<file path="config.mk">
export PLATFORM = sky130hd
export DESIGN_NAME = rf_wport_arbiter
export DESIGN_NICKNAME = d
export VERILOG_FILES = /design/src/rtl/rf_wport_arbiter.sv
export SDC_FILE = /design/constraint.sdc
export NUM_CORES = 1
export LEC_CHECK = 0
export ABC_CLOCK_PERIOD_IN_PS = 1750
export BUFFER_PORTS_ARGS = -buffer_cell sky130_fd_sc_hd__buf_4
export CORE_UTILIZATION = 30
export CTS_BUF_LIST = sky130_fd_sc_hd__clkbuf_4
export DETAILED_ROUTE_END_ITERATION = 8
export MAX_ROUTING_LAYER = met4
export PLACE_DENSITY = 0.71
export SLEW_MARGIN = 15
export SYNTH_ARGS = -nofsm -noshare
export SYNTH_HDL_FRONTEND = slang
export SYNTH_SLANG_ARGS = --single-unit
</file>
<file path="constraint.sdc">
create_clock -name clk -period 1.75 [get_ports clk]
set_input_delay 0.35 -clock clk [delete_from_list [all_inputs] [get_ports clk]]
set_output_delay 0.35 -clock clk [all_outputs]
set_load 0.01 [all_outputs]
</file>
<file path="src/rtl/rf_wport_arbiter.sv">
// rtl/rf_wport_arbiter.sv - register-file write-port arbiter between the WB stage and a long-latency result source
// Optional starvation guard (counter + FORCE state) is built when RF_ARB_STARVE_EN is defined.
module rf_wport_arbiter #(
    parameter int STARVE_MAX = 4
) (
    input  logic        clk,
    input  logic        rst,
    input  logic        wb_wen_i,
    input  logic [4:0]  wb_waddr_i,
    input  logic [31:0] wb_wdata_i,
    input  logic [31:0] wb_pc_i,
    input  logic        wb_stall_i,
    input  logic        wb_flush_i,
    input  logic        lr_valid_i,
    input  logic [4:0]  lr_waddr_i,
    input  logic [31:0] lr_wdata_i,
    input  logic [31:0] lr_pc_i,
    output logic        lr_ready_o,
    output logic        arb_stall_o,
    output logic        rf_wen_o,
    output logic [4:0]  rf_waddr_o,
    output logic [31:0] rf_wdata_o,
    output logic [31:0] debug_wb_pc,
    output logic [3:0]  debug_wb_rf_wen,
    output logic [4:0]  debug_wb_rf_wnum,
    output logic [31:0] debug_wb_rf_wdata
);

    if (STARVE_MAX < 1 || STARVE_MAX > 15) begin : g_bad_starve_max
        $error("rf_wport_arbiter: STARVE_MAX must be in 1..15");
    end

    logic pipe_req;
    logic grant_pipe;
    logic grant_lr;

    assign pipe_req = wb_wen_i & ~wb_stall_i & ~wb_flush_i;

`ifdef RF_ARB_STARVE_EN
    typedef enum logic {ST_NORMAL, ST_FORCE} state_t;

    localparam logic [3:0] STARVE_LAST = 4'(STARVE_MAX - 1);

    state_t     state, state_nxt;
    logic [3:0] starve_cnt, starve_cnt_nxt;

    always_ff @(posedge clk or negedge rst) begin
        if (!rst) begin
            state      <= ST_NORMAL;
            starve_cnt <= 4'd0;
        end else begin
            state      <= state_nxt;
            starve_cnt <= starve_cnt_nxt;
        end
    end

    always_comb begin
        state_nxt      = state;
        starve_cnt_nxt = starve_cnt;
        grant_pipe     = 1'b0;
        grant_lr       = 1'b0;
        arb_stall_o    = 1'b0;
        case (state)
            ST_NORMAL: begin
                if (pipe_req) begin
                    grant_pipe = 1'b1;
                    if (lr_valid_i) begin
                        // Pipe still wins this cycle; LR is guaranteed the next one.
                        if (starve_cnt != 4'hF)
                            starve_cnt_nxt = starve_cnt + 4'd1;
                        if (starve_cnt == STARVE_LAST)
                            state_nxt = ST_FORCE;
                    end
                end else if (lr_valid_i) begin
                    grant_lr       = 1'b1;
                    starve_cnt_nxt = 4'd0;
                end
            end
            ST_FORCE: begin
                arb_stall_o    = 1'b1;
                grant_lr       = lr_valid_i;
                state_nxt      = ST_NORMAL;
                starve_cnt_nxt = 4'd0;
            end
        endcase
    end
`else
    assign grant_pipe  = pipe_req;
    assign grant_lr    = ~pipe_req & lr_valid_i;
    assign arb_stall_o = 1'b0;
`endif

    // Ready must read 0 while reset is held, even with LR presenting.
    assign lr_ready_o = grant_lr & rst;

    always_ff @(posedge clk or negedge rst) begin
        if (!rst) begin
            rf_wen_o    <= 1'b0;
            rf_waddr_o  <= 5'd0;
            rf_wdata_o  <= 32'd0;
            debug_wb_pc <= 32'd0;
        end else if (grant_pipe) begin
            rf_wen_o    <= 1'b1;
            rf_waddr_o  <= wb_waddr_i;
            rf_wdata_o  <= wb_wdata_i;
            debug_wb_pc <= wb_pc_i;
        end else if (grant_lr) begin
            rf_wen_o    <= 1'b1;
            rf_waddr_o  <= lr_waddr_i;
            rf_wdata_o  <= lr_wdata_i;
            debug_wb_pc <= lr_pc_i;
        end else begin
            rf_wen_o    <= 1'b0;
        end
    end

    assign debug_wb_rf_wen   = {4{rf_wen_o}};
    assign debug_wb_rf_wnum  = rf_waddr_o;
    assign debug_wb_rf_wdata = rf_wdata_o;

endmodule

</file>
==> run metrics <==
WP data required=1.40 ns; Top FF cell, synth=dfrtp_1; Placed Instances=649; CTS max path bufs=2; GRT Residual Overflow=0; DIE AREA=between 10000 and 15000 um^2; status=finished, final reports clean; crit path from=wb_stall_i; Synth top area share=43.2%; Hold WS=0.148 ns; crit start category=input port; GPL Wtd Cong=0.781; Non-Filler Instances=665; # clock sinks=70; Fmax=~600 MHz; ANT nets after route=0; register bit total from synthesis=70; critical-path maximum fanout=8; Commonest cells post-synth=dfrtp_1, mux2_2, mux2_4; Post-synth ARST share=100%; Arr. time, crit path=1.33 ns; Starting Density=30.7%; FP Rows=42; final worst slack=0.0725 ns; pin count of the biggest net entering global routing=about 70; met1 wire length=~4.0 mm; post-synthesis cell type count=12; leakage power=3.11 nW; CP Class=in -> out; dpl cell area=5830 um^2; area grow syn2layout=47.7%; Final Setup Violations=0; # diodes=0; Worst R2R Start=debug_wb_rf_wdata[29]; dpl ws=0.0707 ns; Core Util, Final=45.4%; min-delay src=wb_wdata_i[6]; TritonCTS clock tree=done; Final Hold Violating Endpoints=0; via count=between 2000 and 3000; total power=4.62 mW; RSZ-0062 raised after global routing=no; root buf cell=clkbuf_4; Core Box Area=~13000 um^2; share of cells above drive strength 1=84.3%; Die Wd=118 um; Die H=about 120 um; Total GRT Usage=14.7%; Tcrit/Tclk final=95.9%; Post-Layout Inst Area=5990 um^2; vias in the first global route=2958; initial DRC count=72; CTS Buf Count=9; Nets=between 600 and 700; global-route wire length before repair=15.4 mm; Final Skew=0 ns; worst skew pair latency=0.41 ns; buffers inserted by post-CTS timing repair=0; synthesized net count=414; wire length per cell=14.8 um; DP HPWL=about 7.5 mm; synthesized area=4050 um^2; Mean Syn Cell Area=15.0 um^2; Slew Viols, Final=0; Top Metal Used=met4; setup tns final=0 ns; input/output buffers=~260; leading area contributor after synthesis=dfrtp_1; drt pass-1 iters=4; PD cells=772 nW/um^2; number of max-cap violations=0; EDFF count, synth=0; HP Class=in -> reg; H-tree depth=3; Syn Inst Count=270; DR DRC count=0; Max IR drop VDD=0.000282 V; sequential share of the synthesized area=a little over two fifths; met3 WL post-DR=791 um; min Tclk post-route=1.68 ns; initial antenna violation count=0; critical path endpoint category=primary output; Ports=257; Via density=between 4 and 5; WL final=9.83 mm; met2 routed WL=4.89 mm; Synth area leaders=dfrtp_1, mux2_4, mux2_2, buf_4, buf_8; Worst-path clk slew=roughly 0.12 ns; synth warn=0
flip-flops by register name, summed over array words and instances (netlist names):
name,cells
debug_wb_rf_wnum,5
rf_wen_o,1
debug_wb_rf_wdata,32
debug_wb_pc,32
cell usage in the layout, fill, tap and decap left out, drive strengths merged:
cell and instances:
bufinv 2, mux2 138, clkbuf 10, or3b 1, nand2b 1, dfrtp 70
dlymetal6s4s 1, conb 1, buf 260, and3 1, clkinv 4
kinds of logic after synthesis:
kind of cell,after synthesis,synth area share [%]
and+or+nand+nor,3,0.525
DFF,70,43.2
buffers and inverters,58,11.5
other,1,0.0925
muxes,138,44.6
metal layers:
metal / GRT usage (%) / vias to the layer above
met5: - / -
met4: 6.73 / 0
met2: 23.6 / 158
met3: 3.72 / 10
li1: - / 1336
met1: 17.4 / 1354
final cells by class:
class	count	area (um^2)
clock buffer	10	75.1
sequential	70	1750
timing repair buffer	261	2030
clock inverter	6	76.3
tap	176	220
multi-input combinational	142	1840
fill	1249	7200
power breakdown:
group	switching [mW]	total, mW	internal, mW
sequential	0.145	1.96	1.81
clock	0.554	1.13	0.580
combinational	0.521	1.53	1.01
worst max-delay path, cell delays in order:
cell and delay (ns):
buf_4 0.11, or3b_4 0.49, and3_1 0.24, buf_4 0.14
what timing repair did:
item,in CTS,in global routing
endpoints found under the setup margin,0,1
resized for setup,0,1
hold buffers,1,0
hold endpoints to repair,70,0
path summary, 6_finish.rpt:
| path | slack, ns | depth (start not counted) | endpoint |
|---|---|---|---|
| max in group asynchronous | 1.23 | 2 | debug_wb_pc[30] |
| min in group asynchronous | 0.19 | 2 | debug_wb_rf_wdata[12] |
| worst max register to register | 0.68 | 2 | debug_wb_rf_wdata[29] |
| worst min-delay path | 0.15 | 2 | debug_wb_rf_wdata[6] |
| worst min register to register | 0.64 | 2 | debug_wb_pc[0] |
| worst max-delay path | 0.07 | 4 | lr_ready_o |
Note: power is estimated with default switching activity, not from simulation.
